===== src/rtl/fp_arbiter.sv =====
// Round-robin arbiter sharing one combinational fp unit between two requesters.
// Operands are registered and held FP_LAT cycles before the result is captured.
module fp_arbiter #(
    parameter int FP_LAT = 1
) (
    input  logic        clk,
    input  logic        reset,
    input  logic        req_valid0,
    input  logic        req_valid1,
    output logic        req_ready0,
    output logic        req_ready1,
    input  logic [31:0] req_a0,
    input  logic [31:0] req_b0,
    input  logic [31:0] req_a1,
    input  logic [31:0] req_b1,
    input  logic        req_op0,
    input  logic        req_op1,
    output logic        resp_valid0,
    output logic        resp_valid1,
    input  logic        resp_ready0,
    input  logic        resp_ready1,
    output logic [31:0] resp_result,
    output logic [31:0] fp_a,
    output logic [31:0] fp_b,
    output logic        fp_ALUControl,
    input  logic [31:0] fp_Result,
    output logic        busy
);
    typedef enum logic [1:0] {IDLE, EXEC, RESP} state_t;

    localparam logic [3:0] CNT_LAST = 4'(FP_LAT - 1);

    state_t      state_q, state_d;
    logic        prio_q, prio_d;
    logic        owner_q, owner_d;
    logic [3:0]  cnt_q, cnt_d;
    logic [31:0] fp_a_q, fp_a_d;
    logic [31:0] fp_b_q, fp_b_d;
    logic        op_q, op_d;
    logic [31:0] result_q, result_d;
    logic        grant0, grant1;

    // Grant is only meaningful in IDLE; prio breaks ties between two valid requests.
    always_comb begin
        grant0 = 1'b0;
        grant1 = 1'b0;
        if (state_q == IDLE) begin
            if (req_valid0 && req_valid1) begin
                grant0 = ~prio_q;
                grant1 = prio_q;
            end else begin
                grant0 = req_valid0;
                grant1 = req_valid1;
            end
        end
    end

    assign req_ready0 = grant0 & ~reset;
    assign req_ready1 = grant1 & ~reset;

    always_comb begin
        state_d  = state_q;
        prio_d   = prio_q;
        owner_d  = owner_q;
        cnt_d    = cnt_q;
        fp_a_d   = fp_a_q;
        fp_b_d   = fp_b_q;
        op_d     = op_q;
        result_d = result_q;
        case (state_q)
            IDLE: begin
                if (grant0 || grant1) begin
                    fp_a_d  = grant1 ? req_a1  : req_a0;
                    fp_b_d  = grant1 ? req_b1  : req_b0;
                    op_d    = grant1 ? req_op1 : req_op0;
                    owner_d = grant1;
                    prio_d  = ~grant1;
                    cnt_d   = 4'd0;
                    state_d = EXEC;
                end
            end
            EXEC: begin
                cnt_d = cnt_q + 4'd1;
                if (cnt_q == CNT_LAST) begin
                    result_d = fp_Result;
                    state_d  = RESP;
                end
            end
            RESP: begin
                if (owner_q ? resp_ready1 : resp_ready0) begin
                    state_d = IDLE;
                end
            end
            default: state_d = IDLE;
        endcase
    end

    always_ff @(posedge clk) begin
        if (reset) begin
            state_q  <= IDLE;
            prio_q   <= 1'b0;
            owner_q  <= 1'b0;
            cnt_q    <= 4'd0;
            fp_a_q   <= 32'h0;
            fp_b_q   <= 32'h0;
            op_q     <= 1'b0;
            result_q <= 32'h0;
        end else begin
            state_q  <= state_d;
            prio_q   <= prio_d;
            owner_q  <= owner_d;
            cnt_q    <= cnt_d;
            fp_a_q   <= fp_a_d;
            fp_b_q   <= fp_b_d;
            op_q     <= op_d;
            result_q <= result_d;
        end
    end

    assign fp_a          = fp_a_q;
    assign fp_b          = fp_b_q;
    assign fp_ALUControl = op_q;
    assign resp_result   = result_q;
    assign resp_valid0   = (state_q == RESP) & ~owner_q;
    assign resp_valid1   = (state_q == RESP) &  owner_q;
    assign busy          = (state_q != IDLE);
endmodule


===== config.mk =====
export PLATFORM = sky130hd
export DESIGN_NAME = fp_arbiter
export DESIGN_NICKNAME = d
export VERILOG_FILES = /design/src/rtl/fp_arbiter.sv
export SDC_FILE = /design/constraint.sdc
export NUM_CORES = 1
export LEC_CHECK = 0
export BUFFER_PORTS_ARGS = -buffer_cell sky130_fd_sc_hd__buf_2
export CAP_MARGIN = 0
export CORE_AREA = 4 4 104 106
export CTS_CLUSTER_DIAMETER = 100
export CTS_CLUSTER_SIZE = 20
export DETAILED_ROUTE_END_ITERATION = 12
export DIE_AREA = 0 0 108 110
export GPL_TIMING_DRIVEN = 1
export HOLD_SLACK_MARGIN = 0.02
export PLACE_DENSITY = 0.79
export SLEW_MARGIN = 15
export SYNTH_ARGS = -nofsm -noshare
export SYNTH_HDL_FRONTEND = slang
export SYNTH_SLANG_ARGS = --single-unit

===== constraint.sdc =====
create_clock -name clk -period 1.6 [get_ports clk]
set_input_delay 0 -clock clk [delete_from_list [all_inputs] [get_ports clk]]
set_output_delay 0 -clock clk [all_outputs]
set_load 0.02 [all_outputs]

==> impl_metrics.sql <==
INSERT INTO impl_metrics (metric_group, metric, value, unit) VALUES
('logic_synthesis', 'number_of_warnings_printed_during_yosys_synthesis', '0', ''),
('clock_tree', 'clk_latency_worst_skew_pair', '0.36', 'ns'),
('sta', 'final.setup.worst_slack', '-0.0365', 'ns'),
('grt', 'globalRouteMet2Util', '59.2', '%'),
('grt', 'pin_count_of_the_biggest_net_entering_global_routing', '34', ''),
('sta', 'max_freq', '0.611', 'GHz'),
('critical_path', 'critical_path.endpoint_type', 'flop', ''),
('critical_path', 'worstPathMaxFanout', '11', ''),
('run_status', 'status', 'complete, but fails checks', ''),
('grt', 'antenna_found_initial', '1', ''),
('flow_run', 'max_cap_violations', '0', ''),
('place', 'dp_hpwl', '9760', 'µm'),
('sta', 'drv_slew', '0', ''),
('routing', 'drt-total-wl', '20100', 'µm'),
('clock_tree', 'clock_pin_transition_on_the_worst_setup_and_hold_timing_paths', '0.11', 'ns'),
('critical_path', 'start_kind', 'flop', ''),
('clock_tree', 'cts-root-to-sink-buffers', '2', ''),
('sta', 'fin_hold_ws', '0.223', 'ns'),
('grt', 'layer_with_the_highest_usage', 'met2', ''),
('place', 'numPlacedInstances', '880', ''),
('sta', 'final_min_period_over_clock_period', '102', '%'),
('die', 'core_region_area', '9770', 'µm²'),
('sta', 'setup_viol_count_final', '1', ''),
('place', 'gp_routability_congestion', '0.787', ''),
('final_layout', 'num-nets-final', '1106', ''),
('final_layout', 'areaGrowthSynthToFinish', '89.3', '%'),
('logic_synthesis', 'yosysSeqAreaShare', '51.4', '%'),
('sta', 'fin_tns_setup', '-0.0365', 'ns'),
('routing', 'vias_per_cell', '5.38', ''),
('sta', 'max_slew.worst_pin.slew', '0.710', 'ns'),
('clock_tree', 'total_cts_buffers', '9', ''),
('routing', 'detail_route.iter0.violations', '556', ''),
('logic_synthesis', 'number_of_synthesized_register_bits', '105', ''),
('final_layout', 'filler_cell_count', '588', ''),
('grt', 'number_of_global_route_vias_before_repair', '6123', ''),
('routing', 'drt_first_pass_iters', '5', ''),
('die', 'io_pins', '270', ''),
('pwr', 'vdd_drop_max', '0.701', 'mV'),
('critical_path', 'worst-endpoint-arrival', '1.94', 'ns'),
('clock_tree', 'cts-root-buf', 'sky130_fd_sc_hd__clkbuf_8', ''),
('logic_synthesis', 'netlist_instances', '502', ''),
('final_layout', 'share_of_final_layout_standard_cells_stronger_than_drive_strength_1', '34.6', '%'),
('sta', 'final_hold_viol_count', '0', ''),
('grt', 'grt.met1_usage', '32.9', '%'),
('logic_synthesis', 'ys.flop_type', 'sky130_fd_sc_hd__dfxtp_1', ''),
('logic_synthesis', 'asyncSetResetFlopFracSynth', '0', '%'),
('routing', 'remaining_drc_errors', '0', ''),
('critical_path', 'r2r-end', 'fp_b[11]', ''),
('routing', 'drt.antenna.violating_nets', '0', ''),
('min_path', 'worst_min_path_class', 'in -> reg', ''),
('critical_path', 'r2r_slack', '-0.04', 'ns'),
('place', 'post_dp_cell_area', '5590', 'µm²'),
('critical_path', 'timing.rr.start', 'state_q[0]', ''),
('clock_tree', 'htree_num_levels', '3', ''),
('sta', 'max-slew-margin-rel', '52.6', '%'),
('min_path', 'worstHoldPathCells', '3', ''),
('run_status', 'violations_in_the_final_reports', 'setup timing', ''),
('die', 'die-height', '110', 'µm'),
('min_path', 'worst_hold_path.endpoint', 'state_q[0]', ''),
('final_layout', 'final_area', '7740', 'µm²'),
('sta', 'clock_skew', '0.0165', 'ns'),
('sta', 'grt_setup_unrepaired', 'yes', ''),
('logic_synthesis', 'synth_area_per_cell', '8.14', 'µm²'),
('logic_synthesis', 'synth_edf_count', '0', ''),
('final_layout', 'fin_util', '79.2', '%'),
('routing', 'post_drt_wl_per_cell', '18.7', 'µm'),
('logic_synthesis', 'syn_nets', '672', ''),
('die', 'rows', '36', ''),
('grt', 'groute.layer.met3.usage', '8.85', '%'),
('routing', 'route.vias.total', '5793', ''),
('grt', 'grt_use_total', '32.9', '%');
[cell usage in the layout, fill, tap and decap left out, drive strengths merged, types with 3 or more instances in the layout]
master / n
a22oi: 41
diode: 3
buf: 294
a21oi: 65
a211oi: 24
nand2: 173
nor2: 28
dlygate4sd3: 164
inv: 4
dfxtp: 105
clkbuf: 12
nand3: 5
[worst max-delay path, stage by stage (launching register included)]
cell and delay [ns]:
sky130_fd_sc_hd__dfxtp_2 0.35, sky130_fd_sc_hd__nor2_4 0.12, sky130_fd_sc_hd__buf_6 0.13, sky130_fd_sc_hd__inv_4 0.04, sky130_fd_sc_hd__a2111oi_4 0.20, sky130_fd_sc_hd__buf_6 0.18
sky130_fd_sc_hd__bufbuf_16 0.29, sky130_fd_sc_hd__a22oi_1 0.11, sky130_fd_sc_hd__nand2_1 0.15
[cell usage after synthesis (all sizes together), types with 4 or more instances]
library cell | count | share of area, %
nand3 | 5 | 0.61
a21oi | 64 | 7.9
clkbuf | 18 | 1.7
a211oi | 24 | 4.4
nor2 | 28 | 2.8
a22oi | 41 | 7.5
buf | 19 | 3.1
nand2 | 173 | 16
inv | 4 | 0.37
dfxtp | 105 | 51
[logic make-up (layout without fill, tap and decap cells)]
| group | after synthesis | after routing | share of synthesized area, % |
|---|---|---|---|
| simple gates | 220 | 220 | 21.6 |
| mux | 1 | 1 | 0.245 |
| fa+ha+maj | 2 | 2 | 0.612 |
| compound gates | 133 | 134 | 21.0 |
| other cells | 0 | 3 | 0 |
| flops | 105 | 105 | 51.4 |
| buf+inv | 41 | 478 | 5.08 |
[flip-flops by register name, indices dropped and copies added, names as in the netlist]
register	cells
cnt_q	4
fp_ALUControl	1
fp_a	32
fp_b	32
owner_q	1
prio_q	1
resp_result	32
state_q	2
[layout make-up]
| cell class | count | area [µm²] | area share, % |
|---|---|---|---|
| sequential | 105 | 2110 | 27.2 |
| clock inverter | 3 | 65.1 | 0.841 |
| clock buffer | 12 | 145 | 1.88 |
| timing repair buffer | 459 | 3390 | 43.8 |
| tap | 133 | 166 | 2.15 |
| multi-input combinational | 357 | 1840 | 23.8 |
| inverter | 4 | 17.5 | 0.226 |
| antenna | 3 | 7.51 | 0.0970 |
[power breakdown]
group	switching (mW)	leakage [nW]	internal, mW
combinational	1.32	2.83	1.07
clock	0.880	0.106	0.917
sequential	0.186	0.865	2.91
[metal layers]
layer / wire, µm / part of all wire, %
met1: 6760 / 34
met2: 10100 / 50
met3: 1960 / 9.7
met4: 1370 / 6.8
met5: 0 / 0
[timing repair]
item                                    in CTS  in global routing
pin swaps                                   12                  9
gates resized for setup                     12                 15
cloned                                       5                  0
endpoints found under the setup margin      45                 51
hold buffers                               164                  0
endpoints found under the hold margin       98                  0
buffers inserted                             8                  1
[worst max-delay path by stage]
stage | from | to | slack [ns] | cells after the start
2_1_floorplan | state_q[1] | fp_b[18] | 0.15 | 6
3_3_place_gp | state_q[1] | fp_a[18] | -0.07 | 4
3_5_place_dp | state_q[1] | fp_b[9] | -0.15 | 4
4_1_cts | state_q[0] | req_ready0 | -0.1 | 7
5_1_grt | state_q[0] | req_ready0 | -0.07 | 7
6_report | state_q[0] | fp_b[11] | -0.04 | 8
(Power assumes the default switching activity.)
